$ cat src/rtl/dmem_arbiter.sv
// Data memory arbiter: shares the single-port data memory between the MEM
// stage (port 0) and the DMA/debug loader (port 1). Port 0 has fixed
// priority, and an anti-starvation counter forces port 1 through after
// STARVE_LIMIT back-to-back port 0 wins. Reads are sequenced through the
// memory's MEM_LATENCY. Optional macro DMEM_ARB_PERF_EN adds saturating
// conflict/stall performance counters.
module dmem_arbiter #(
    parameter int unsigned MEM_LATENCY  = 1,
    parameter int unsigned STARVE_LIMIT = 4
) (
    input  logic        clk,
    input  logic        rst,
    input  logic        p0_req,
    input  logic        p0_we,
    input  logic [31:0] p0_addr,
    input  logic [31:0] p0_wdata,
    output logic        p0_gnt,
    output logic        p0_rvalid,
    output logic [31:0] p0_rdata,
    input  logic        p1_req,
    input  logic        p1_we,
    input  logic [31:0] p1_addr,
    input  logic [31:0] p1_wdata,
    output logic        p1_gnt,
    output logic        p1_rvalid,
    output logic [31:0] p1_rdata,
    output logic        stall_m,
    output logic        mem_en,
    output logic        mem_we,
    output logic [31:0] mem_addr,
    output logic [31:0] mem_wdata,
    input  logic [31:0] mem_rdata
`ifdef DMEM_ARB_PERF_EN
    ,
    output logic [31:0] perf_conflict_cnt,
    output logic [31:0] perf_stall_cnt
`endif
);

    localparam logic [2:0] LAT_INIT   = 3'(MEM_LATENCY);
    localparam logic [3:0] STARVE_MAX = 4'(STARVE_LIMIT);

    typedef enum logic [1:0] {
        IDLE,
        RWAIT,
        RESP
    } state_t;

    state_t     state;
    logic [2:0] latCnt;
    logic [3:0] starveCnt;
    logic       owner;
    logic       arbActive;
    logic       forceP1;

    // Arbitration: only in IDLE and only out of reset, so every output is 0 while rst is low
    always_comb begin
        arbActive = rst && (state == IDLE);
        forceP1   = (starveCnt == STARVE_MAX);
        p1_gnt    = arbActive && p1_req && (!p0_req || forceP1);
        p0_gnt    = arbActive && p0_req && !p1_gnt;
        mem_en    = p0_gnt || p1_gnt;
        mem_we    = '0;
        mem_addr  = '0;
        mem_wdata = '0;
        if (p0_gnt) begin
            mem_we    = p0_we;
            mem_addr  = p0_addr;
            mem_wdata = p0_wdata;
        end else if (p1_gnt) begin
            mem_we    = p1_we;
            mem_addr  = p1_addr;
            mem_wdata = p1_wdata;
        end
        stall_m = rst && p0_req && !((p0_gnt && p0_we) || p0_rvalid);
    end

    // Transaction FSM, read-data capture and starvation tracking
    always_ff @(posedge clk or negedge rst) begin
        if (!rst) begin
            state     <= IDLE;
            latCnt    <= '0;
            starveCnt <= '0;
            owner     <= 1'b0;
            p0_rvalid <= 1'b0;
            p1_rvalid <= 1'b0;
            p0_rdata  <= '0;
            p1_rdata  <= '0;
        end else begin
            if (!p1_req || p1_gnt) begin
                starveCnt <= '0;
            end else if (p0_gnt && starveCnt != STARVE_MAX) begin
                starveCnt <= starveCnt + 4'd1;
            end

            case (state)
                IDLE: begin
                    if (mem_en) begin
                        owner <= p1_gnt;
                        if (!mem_we) begin
                            state  <= RWAIT;
                            latCnt <= LAT_INIT;
                        end
                    end
                end
                RWAIT: begin
                    // latCnt reaches 1 in cycle T+MEM_LATENCY, when mem_rdata is valid
                    if (latCnt == 3'd1) begin
                        if (owner) begin
                            p1_rdata  <= mem_rdata;
                            p1_rvalid <= 1'b1;
                        end else begin
                            p0_rdata  <= mem_rdata;
                            p0_rvalid <= 1'b1;
                        end
                        state <= RESP;
                    end else begin
                        latCnt <= latCnt - 3'd1;
                    end
                end
                RESP: begin
                    p0_rvalid <= 1'b0;
                    p1_rvalid <= 1'b0;
                    state     <= IDLE;
                end
                default: begin
                    state <= IDLE;
                end
            endcase
        end
    end

`ifdef DMEM_ARB_PERF_EN
    // Saturating counters of arbitration conflicts and pipeline stall cycles
    always_ff @(posedge clk or negedge rst) begin
        if (!rst) begin
            perf_conflict_cnt <= '0;
            perf_stall_cnt    <= '0;
        end else begin
            if (arbActive && p0_req && p1_req && perf_conflict_cnt != '1) begin
                perf_conflict_cnt <= perf_conflict_cnt + 32'd1;
            end
            if (stall_m && perf_stall_cnt != '1) begin
                perf_stall_cnt <= perf_stall_cnt + 32'd1;
            end
        end
    end
`endif

endmodule

$ cat config.mk
export PLATFORM = sky130hd
export DESIGN_NAME = dmem_arbiter
export DESIGN_NICKNAME = d
export VERILOG_FILES = /design/src/rtl/dmem_arbiter.sv
export SDC_FILE = /design/constraint.sdc
export NUM_CORES = 1
export LEC_CHECK = 0
export CORE_AREA = 2 2 116 118
export CTS_BUF_LIST = sky130_fd_sc_hd__clkbuf_4 sky130_fd_sc_hd__clkbuf_8 sky130_fd_sc_hd__clkbuf_16
export CTS_CLUSTER_SIZE = 40
export DETAILED_ROUTE_END_ITERATION = 10
export DIE_AREA = 0 0 118 120
export GPL_TIMING_DRIVEN = 0
export HOLD_SLACK_MARGIN = 0.08
export PLACE_DENSITY = 0.72
export SYNTH_ARGS = -nofsm -noshare
export SYNTH_HDL_FRONTEND = slang
export SYNTH_SLANG_ARGS = --single-unit
$ cat constraint.sdc
create_clock -name clk -period 2 [get_ports clk]
set_input_delay 0.2 -clock clk [delete_from_list [all_inputs] [get_ports clk]]
set_output_delay 0.2 -clock clk [all_outputs]
set_load 0.02 [all_outputs]
==> flow_summary_export.csv, run 1 <==
group,metric,value,unit
critical_path,path_class,"flip-flop to primary output",
detailed_routing,drtIter0Drc,105,
sta,finalHoldViolations,45,
final_layout,final_core_util,0.599,
final_layout,drive_gt1_frac,0.342,
sta,grt_setup_unrepaired,"true",
synth,synth_largest_area_cell,"dfrtp_1",
final_layout,final_area,7770,um^2
floorplanning,chipHeight,120,um
floorplanning,num_io_pins,301,
placement,postPlaceCellArea,6970,um^2
sta,max_clock_freq,429,MHz
synth,ys_types,32,
sta,holdWs,-0.279,ns
final_layout,multi_input_area,1770,um^2
sta,drv_slew,0,
grt,grt_max_degree,30,
detailed_routing,vias_per_cell,4.84,
clock_tree,htreeDepth,3,
floorplanning,die_w,118,um
job,cap_violations,0,
final_layout,nFillCells,1097,
power_and_ir_drop,p_seq_frac,0.316,
power_and_ir_drop,netSwitchingFraction,0.334,
placement,placed_cells_incl_taps,761,
sta,fin_ws,-0.333,ns
placement,gp_congestion,0.908,
synth,synthesis.area,3720,um^2
sta,min_period,2.33,ns
power_and_ir_drop,leakagePower,3.35,nW
grt,gr-total-overflow,0,
sta,period_share,1.17,
floorplanning,core,13000,um^2
floorplanning,fp.dieArea,14200,um^2
final_layout,nets,793,
final_layout,diodes,0,
critical_path,endpoint_kind,"primary output",
power_and_ir_drop,power.share.combinational,0.473,
critical_path,cp_max_fo,7,
synth,synth-seq-cells,76,
detailed_routing,vias,3891,
final_layout,instances_no_fill,804,
sta,fin_setup_tns,-17.71,ns
outcome,violations,"negative hold slack, negative setup slack",
synth,avgSynthCellArea,13.1,um^2
power_and_ir_drop,intPower,5.17,mW
synth,synth_fa_ha_area_frac,0.0135,
grt,grtUsageTotal,0.229,
floorplanning,initial_utilization,0.287,
power_and_ir_drop,vdd_drop_max,806,uV
synth,synth_top_family_by_area,"compound AO/OA/AOI/OAI gates",
placement,numPortBuffers,300,
detailed_routing,firstDrtPassIters,4,
synth,synth.area.top_cells,"dfrtp_1 51%, mux2_2 19%, a22o_1 15%, buf_2 1.7%, ha_1 1.3%",
synth,seq_area_frac_synth,0.511,
clock_tree,insertion_delay,0.33,ns
power_and_ir_drop,power_density,999,nW/um^2
critical_path,arrival,2.13,ns
worst_hold_path,hp-class,"input port to asynchronous set/reset pin",
synth,yosys.area_share.simple,0.0478,
power_and_ir_drop,power,7.77,mW
placement,hpwl,12900,um
critical_path,required,1.80,ns
grt,grt_pass1_vias,4245,
grt,grt_first_pass_wirelength,24600,um
clock_tree,cts_tree,"done",
detailed_routing,remaining_drc_errors,0,
clock_tree,cts_buffers,9,
synth,synth_mux_area_frac,0.194,
outcome,status,"complete, but fails checks",
clock_tree,clk_pin_slew,0.06,ns
synth,synth_compound_area_frac,0.195,
final_layout,seq_area,1900,um^2
clock_tree,root_buffer,"clkbuf_16",
sta,maxSlewHeadroom,0.756,
clock_tree,clockBufferDepth,2,
final_layout,synthToLayoutAreaGrowth,109,%
synth,yosys_warnings,0,
power_and_ir_drop,power_frac_clock,0.211,
grt,antenna_found_initial,0,
power_and_ir_drop,p_sw,2.60,mW
sta,finalSetupViolations,66,
critical_path,start_kind,"flip-flop",
sta,fin_worst_skew,0.00895,ns
sta,tightest_slew,0.366,ns
synth,syn_nets,454,
detailed_routing,ant_nets,0,
placement,pre_cts_slack,-1.28,ns
floorplanning,rows,42,
detailed_routing,wirelength,16500,um
synth,synth-xor-area-share,0,
synth,synthCells,284,
synth,synth_top_area_frac,0.511,
clock_tree,clock-sinks,76,
detailed_routing,wl_per_cell,20.5,um
[power by group through the flow]
stage / Clock [mW] / Combinational [mW] / Sequential, mW
after floorplan: 0 / 0.825 / 3.17
after global placement: 0 / 3.50 / 2.43
after detailed placement: 0 / 3.54 / 2.47
after CTS: 1.68 / 3.67 / 2.46
after global routing: 1.73 / 3.85 / 2.53
final: 1.64 / 3.67 / 2.45
[Yosys cell counts, drive strengths merged]
master and instances:
dfrtp 76, a22o 65, mux2 64, buf 17, inv 7, a211oi 6
nand2 5, a21oi 4, ha 4, nand3 4, nor3 4, clkbuf 3
nand2b 3, o21ai 3, a2111o 2, a21o 2, a41o 2, nand3b 2
nor2b 2, a31oi 1, and3b 1, and4bb 1, nand4bb 1, nor4bb 1
o31ai 1, or3 1, or3b 1, or4 1
[per-layer routing]
layer	up-vias	track usage	routed length, um
met5	-	0	0
met4	0	0.0580	160
met3	10	0.0708	1350
met2	202	0.416	8530
li1	1784	-	-
met1	1895	0.260	6460
[registers in the layout (all words and copies together) (netlist names)]
register	cells
latCnt	3
state	2
p0_rvalid	1
owner	1
p1_rvalid	1
p0_rdata	32
starveCnt	4
p1_rdata	32
[final timing paths]
kind	from	endpoint	slack, ns	cells past startpoint
max	state[1]$_DFFE_PN0P_	mem_wdata[19]	-0.33	7
min	rst	p0_rdata[14]$_DFFE_PN0P_	-0.28	1
max reg2reg	state[1]$_DFFE_PN0P_	p0_rdata[3]$_DFFE_PN0P_	0.04	7
min reg2reg	p1_rvalid$_DFFE_PN0P_	p1_rvalid$_DFFE_PN0P_	0.49	2
max in group asynchronous	rst	state[0]$_DFFE_PN0P_	1.68	2
min in group clk	p1_rvalid$_DFFE_PN0P_	p1_rvalid$_DFFE_PN0P_	0.49	2
[placed cells by master (no fill, tap or decap), types with 3 or more instances in the layout]
master           Yosys  routed
a211oi_1             5       4
a21oi_1              4       3
a22o_1              65      61
a22o_4               0       4
buf_2               13       3
buf_4                1      32
buf_6                3      74
clkbuf_16            0      10
clkbuf_4             0       3
clkdlybuf4s50_1      0     230
dfrtp_1             76      74
ha_1                 4       3
inv_1                7       5
mux2_2              64      64
nand2_1              5       5
nand2b_1             3       3
nand3_1              4       4
nor3_1               3       3
o21ai_0              3       3
[worst max-delay path, cell delays in order (launching register included)]
cell and delay (ns):
dfrtp_2 0.41, or3b_4 0.42, a211oi_4 0.24, buf_6 0.17
buf_12 0.14, clkbuf_16 0.14, a22o_1 0.16, buf_6 0.13
[final cells by class]
cell class                      count  area share
Timing Repair Buffer              330       0.432
Sequential cell                    76       0.245
Multi-Input combinational cell    181       0.228
Clock buffer                       12      0.0327
Tap cell                          176      0.0283
Buffer                             18      0.0246
Clock inverter                      4     0.00628
Inverter                            7     0.00338
[logic make-up (layout without fill, tap and decap cells)]
group	Yosys count	in the layout
AOI/OAI and AO/OA	86	86
muxes	64	64
and+or+nand+nor	27	27
DFF	76	76
adders and majority gates	4	4
buffers and inverters	27	371
[timing repair]
action                     4_1_cts  5_1_grt
buffers inserted                16        8
pin swaps                       24       23
resized for setup              452       21
setup endpoints to repair       98      101
cloned                           4        2
hold endpoints to repair        47       47
Power figures use the tool's default switching activity.
==> run 2: changes to the inputs <==
--- a/config.mk
+++ b/config.mk
@@ -13,6 +13,7 @@
 export GPL_TIMING_DRIVEN = 0
 export HOLD_SLACK_MARGIN = 0.08
 export PLACE_DENSITY = 0.72
+export RECOVER_POWER = 25
 export SYNTH_ARGS = -nofsm -noshare
 export SYNTH_HDL_FRONTEND = slang
 export SYNTH_SLANG_ARGS = --single-unit
==> run 2 against run 1 <==
  * The run ends with negative hold slack, max-capacitance violations, max-slew violations, negative setup slack left
  * First-iteration DRC count up 17%
  * Cell count unchanged
  * Core utilization down 0.22 points
  * Non-clock buffer count unchanged
  * Die area unchanged
==> flow_summary_export.csv, run 2 (synthesized netlist as in run 1, its figures left out) <==
group,metric,value,unit
sta,fin_ws,-0.332,ns
clock_tree,clockBufferDepth,2,
outcome,violations,"negative hold slack, max-capacitance violations, max-slew violations, negative setup slack",
sta,max_clock_freq,429,MHz
placement,placed_cells_incl_taps,761,
placement,postPlaceCellArea,6970,um^2
final_layout,nFillCells,1102,
critical_path,path_class,"flip-flop to primary output",
detailed_routing,highest_layer,"met4",
sta,grt_setup_unrepaired,"true",
sta,min_period,2.33,ns
final_layout,drive_gt1_frac,0.341,
detailed_routing,vias_per_cell,4.85,
clock_tree,clk_pin_slew,0.06,ns
critical_path,rr_endpoint,"p0_rdata[3]$_DFFE_PN0P_",
worst_hold_path,hp-class,"input port to asynchronous set/reset pin",
critical_path,crit_slowest_cell,"or3b_4",
critical_path,r2r_slack,0.04,ns
critical_path,crit_buf_inv,4,
detailed_routing,drtIter0Drc,123,
critical_path,worstRegToRegCells,7,
floorplanning,num_io_pins,301,
critical_path,endpoint_kind,"primary output",
critical_path,r2r-start,"state[1]$_DFFE_PN0P_",
critical_path,cp_max_fo,7,
final_layout,diodes,0,
final_layout,final_core_util,0.597,
grt,grt_pass1_vias,4245,
critical_path,crit_family,"buffers and inverters",
critical_path,required,1.80,ns
final_layout,multi_input_area,1770,um^2
floorplanning,chipHeight,120,um
sta,finalHoldViolations,45,
final_layout,top_regs,"p0_rdata x32, p1_rdata x32, starveCnt x4",
job,cap_violations,1,
final_layout,final_area,7750,um^2
sta,tightest_slew,1.63,ns
detailed_routing,firstDrtPassIters,4,
final_layout,instances_no_fill,804,
grt,grt_first_pass_wirelength,24600,um
clock_tree,htreeDepth,3,
critical_path,start_kind,"flip-flop",
grt,grt_max_degree,30,
grt,grtUsageTotal,0.229,
sta,finalSetupViolations,66,
final_layout,layout_commonest_cell,"clkdlybuf4s50_1",
placement,pre_cts_slack,-1.28,ns
detailed_routing,wl_per_cell,20.5,um
placement,numPortBuffers,300,
sta,drv_slew,30,
floorplanning,initial_utilization,0.287,
detailed_routing,wl_met3,1400,um
grt,gr-total-overflow,0,
sta,holdWs,-0.279,ns
sta,period_share,1.17,
final_layout,synthToLayoutAreaGrowth,108,%
detailed_routing,wirelength,16500,um
final_layout,nets,793,
floorplanning,die_w,118,um
sta,maxSlewHeadroom,-0.0894,
placement,hpwl,12900,um
power_and_ir_drop,leakagePower,3.33,nW
clock_tree,clock-sinks,76,
grt,antenna_found_initial,0,
power_and_ir_drop,vdd_drop_max,806,uV
detailed_routing,ant_nets,0,
sta,fin_setup_tns,-17.65,ns
detailed_routing,met1Wirelength,6380,um
final_layout,final_cell_mix,"230 x clkdlybuf4s50_1, 74 x buf_6, 74 x dfrtp_1, 64 x mux2_2, 61 x a22o_1",
critical_path,cpMostUsedCell,"buf_6",
clock_tree,root_buffer,"clkbuf_16",
sta,fin_worst_skew,0.00937,ns
critical_path,arrival,2.13,ns
power_and_ir_drop,power_density,1000,nW/um^2
floorplanning,rows,42,
outcome,status,"complete, but fails checks",
power_and_ir_drop,power,7.75,mW
clock_tree,cts_tree,"done",
final_layout,seq_area,1900,um^2
critical_path,crit_chain,"or3b_4 > a211oi_4 > buf_6 > buf_12 > clkbuf_16 > a22o_1 > buf_6",
floorplanning,core,13000,um^2
placement,gp_congestion,0.908,
critical_path,cpPeakStageDelay,0.42,ns
detailed_routing,vias,3898,
detailed_routing,remaining_drc_errors,0,
detailed_routing,dr_wl_met2,8520,um
clock_tree,insertion_delay,0.33,ns
clock_tree,cts_buffers,9,
floorplanning,fp.dieArea,14200,um^2
[run 2: changes by cell type in the layout (fill, tap and decap cells not counted), sizes merged]
cell    delta
bufbuf     -1
clkbuf     +1
[run 2: layout make-up]
cell class                      instances  share of cell area
Timing Repair Buffer                  330               0.430
Multi-Input combinational cell        181               0.228
Clock inverter                          4             0.00630
Inverter                                7             0.00339
Clock buffer                           12              0.0328
Tap cell                              176              0.0284
Buffer                                 18              0.0247
Sequential cell                        76               0.246
[run 2: how the worst max path moves through the flow]
| stage | from | to | slack [ns] | cells past startpoint |
|---|---|---|---|---|
| floorplan | starveCnt[0]$_DFFE_PN0P_ | mem_wdata[22] | 0.008 | 6 |
| global placement | rst | mem_wdata[29] | -4.08 | 6 |
| detailed placement | rst | mem_wdata[29] | -1.28 | 7 |
| CTS | state[1]$_DFFE_PN0P_ | mem_wdata[21] | -0.33 | 7 |
| finish | state[1]$_DFFE_PN0P_ | mem_wdata[19] | -0.33 | 7 |
| global route | starveCnt[0]$_DFFE_PN0P_ | mem_wdata[22] | -0.39 | 9 |
[run 2: layer usage]
metal  global-route usage  vias up
met3               0.0708       10
met2                0.416      212
met1                0.260     1892
met5                    0        -
li1                     -     1784
met4               0.0580        0
[run 2: power breakdown]
part	switching, mW	internal (mW)	leakage, nW	total (mW)
Sequential	0.322	2.13	0.901	2.45
Combinational	1.65	2.01	2.28	3.66
Clock	0.616	1.03	0.153	1.64
Total	2.59	5.16	3.33	7.75
[run 2: repair_timing]
| action | in CTS | in global routing |
|---|---|---|
| endpoints found under the hold margin | 47 | 47 |
| setup endpoints to repair | 98 | 101 |
| setup buffers | 16 | 8 |
| cloned | 4 | 2 |
| gates resized for setup | 452 | 21 |
| pin swaps | 24 | 23 |
==> run 3: changes to the inputs <==
--- a/config.mk
+++ b/config.mk
@@ -10,6 +10,7 @@
 export CTS_CLUSTER_SIZE = 40
 export DETAILED_ROUTE_END_ITERATION = 10
 export DIE_AREA = 0 0 118 120
+export GPL_ROUTABILITY_DRIVEN = 0
 export GPL_TIMING_DRIVEN = 0
 export HOLD_SLACK_MARGIN = 0.08
 export PLACE_DENSITY = 0.72
==> run 3 against run 2 <==
  * The flow finishes with violations (negative setup slack)
  * Clock-buffer cell count is 1 lower
  * Flip-flop and latch count unchanged
  * Routed wire length is 2.3% higher
  * Sequential power is essentially flat
  * Worst hold slack better by 0.78 ns
  * Critical path type unchanged
  * Critical endpoint is now mem_wdata[1]
  * Largest power group unchanged
==> flow_summary_export.csv, run 3 (synthesized netlist as in run 1, its figures left out) <==
group,metric,value,unit
floorplanning,core,13000,um^2
placement,hpwl,12800,um
sta,finalSetupViolations,69,
detailed_routing,drtIter0Drc,126,
sta,max_clock_freq,422,MHz
detailed_routing,vias_per_cell,4.82,
final_layout,diodes,0,
detailed_routing,wirelength,16800,um
floorplanning,die_w,118,um
grt,antenna_found_initial,0,
detailed_routing,wl_per_cell,20.7,um
power_and_ir_drop,power.share.combinational,0.470,
grt,gr-total-overflow,0,
detailed_routing,firstDrtPassIters,4,
floorplanning,initial_utilization,0.287,
grt,grt_first_pass_wirelength,24900,um
final_layout,seq_area,1900,um^2
final_layout,final_cell_mix,"229 x clkdlybuf4s50_1, 76 x buf_6, 74 x dfrtp_1, 64 x mux2_2, 54 x a22o_1",
final_layout,layout_commonest_cell,"clkdlybuf4s50_1",
final_layout,final_area,7930,um^2
sta,finalHoldViolations,0,
sta,fin_setup_tns,-19.42,ns
placement,numPortBuffers,300,
detailed_routing,met1Wirelength,6300,um
power_and_ir_drop,power,7.89,mW
placement,postPlaceCellArea,6970,um^2
clock_tree,clk_pin_slew,0.06,ns
floorplanning,num_io_pins,301,
critical_path,start_kind,"flip-flop",
power_and_ir_drop,vdd_drop_max,817,uV
sta,min_period,2.37,ns
final_layout,drive_gt1_frac,0.351,
floorplanning,chipHeight,120,um
sta,tightest_slew,1.20,ns
critical_path,arrival,2.17,ns
critical_path,path_class,"flip-flop to primary output",
clock_tree,htreeDepth,3,
critical_path,endpoint_kind,"primary output",
outcome,status,"complete, but fails checks",
detailed_routing,ant_nets,0,
final_layout,nFillCells,1030,
sta,maxSlewHeadroom,0.201,
clock_tree,clockBufferDepth,2,
sta,grt_setup_unrepaired,"true",
floorplanning,rows,42,
placement,pre_cts_slack,-1.32,ns
sta,fin_ws,-0.368,ns
power_and_ir_drop,power_frac_clock,0.220,
grt,grt_pass1_vias,4302,
outcome,violations,"negative setup slack",
detailed_routing,wl_met3,1660,um
detailed_routing,dr_wl_met2,8600,um
grt,grt_max_degree,28,
final_layout,synthToLayoutAreaGrowth,113,%
power_and_ir_drop,power_density,995,nW/um^2
power_and_ir_drop,intPower,5.28,mW
grt,grtUsageTotal,0.230,
detailed_routing,remaining_drc_errors,0,
clock_tree,root_buffer,"clkbuf_16",
power_and_ir_drop,p_seq_frac,0.310,
power_and_ir_drop,p_sw,2.62,mW
sta,period_share,1.18,
power_and_ir_drop,leakagePower,3.44,nW
worst_hold_path,hp-class,"flip-flop to flip-flop",
final_layout,top_regs,"p0_rdata x32, p1_rdata x32, starveCnt x4",
job,cap_violations,0,
final_layout,multi_input_area,1810,um^2
critical_path,cp_max_fo,7,
final_layout,nets,805,
clock_tree,insertion_delay,0.33,ns
floorplanning,fp.dieArea,14200,um^2
detailed_routing,vias,3928,
clock_tree,cts_buffers,9,
critical_path,required,1.80,ns
sta,fin_worst_skew,0.00637,ns
detailed_routing,highest_layer,"met4",
power_and_ir_drop,netSwitchingFraction,0.331,
clock_tree,cts_tree,"done",
sta,drv_slew,0,
clock_tree,clock-sinks,76,
run 3: changes by cell type in the layout (fill, tap and decap cells not counted), sizes merged, moves of 2 or more:
cell / before / now
clkinv: 3 / 0
dlygate4sd3: 0 / 3
buf: 113 / 115
clkbuf: 17 / 19
clkinvlp: 0 / 2
run 3: worst max-delay path, stage by stage, from the launching register on:
cell and delay, ns:
dfrtp_1 0.40, inv_1 0.07, ha_2 0.16, nand3b_1 0.18
a211oi_4 0.29, buf_6 0.16, buf_12 0.14, buf_8 0.12
a22o_1 0.18, buf_6 0.13
run 3: final timing paths:
check / startpoint / cells after the start / end / slack, ns
worst max-delay path: starveCnt[1]$_DFFE_PN0P_ / 9 / mem_wdata[1] / -0.37
worst min-delay path: p1_rdata[14]$_DFFE_PN0P_ / 1 / p1_rdata[14]$_DFFE_PN0P_ / 0.50
worst max register to register: starveCnt[1]$_DFFE_PN0P_ / 7 / latCnt[2]$_DFFE_PN0P_ / 0.09
worst min register to register: p1_rdata[14]$_DFFE_PN0P_ / 1 / p1_rdata[14]$_DFFE_PN0P_ / 0.50
max in group asynchronous: rst / 5 / state[1]$_DFFE_PN0P_ / 0
min in group asynchronous: rst / 4 / p1_rdata[29]$_DFFE_PN0P_ / 0.91
run 3: layer usage:
metal	global-route usage	vias to the layer above
met5	0	-
met4	0.0633	0
met3	0.0870	15
met2	0.419	201
met1	0.251	1906
li1	-	1806
run 3: power groups by stage:
| stage | Clock (mW) | Combinational, mW | Sequential, mW |
|---|---|---|---|
| 2_1_floorplan | 0 | 0.825 | 3.17 |
| 3_3_place_gp | 0 | 3.50 | 2.43 |
| 3_5_place_dp | 0 | 3.54 | 2.46 |
| 4_1_cts | 1.76 | 3.70 | 2.45 |
| 5_1_grt | 1.83 | 3.89 | 2.53 |
| 6_report | 1.74 | 3.71 | 2.45 |
run 3: per-stage QoR:
step / instances / util / hold slack [ns]
2_1_floorplan: 284 / - / -0.0956
3_3_place_gp: 760 / 0.535 / 0.473
3_5_place_dp: 761 / 0.537 / 0.147
5_1_grt: 815 / 0.611 / 0.510
6_report: 815 / 0.611 / 0.503
4_1_cts: 806 / 0.604 / -0.198
run 3: timing repair:
action / in CTS / in global routing
hold endpoints to repair: 49 / 49
pin swaps: 36 / 28
gates resized for setup: 461 / 23
cloned: 7 / 0
setup endpoints to repair: 98 / 101
hold buffers: 3 / 4
buffers inserted: 20 / 6
run 3: cell type report:
type,count,area share
timing repair buffer,340,0.432
sequential,76,0.240
multi-input combinational,181,0.228
clock buffer,11,0.0303
buffer,20,0.0289
tap,176,0.0278
clock inverter,4,0.00947
inverter,7,0.00331
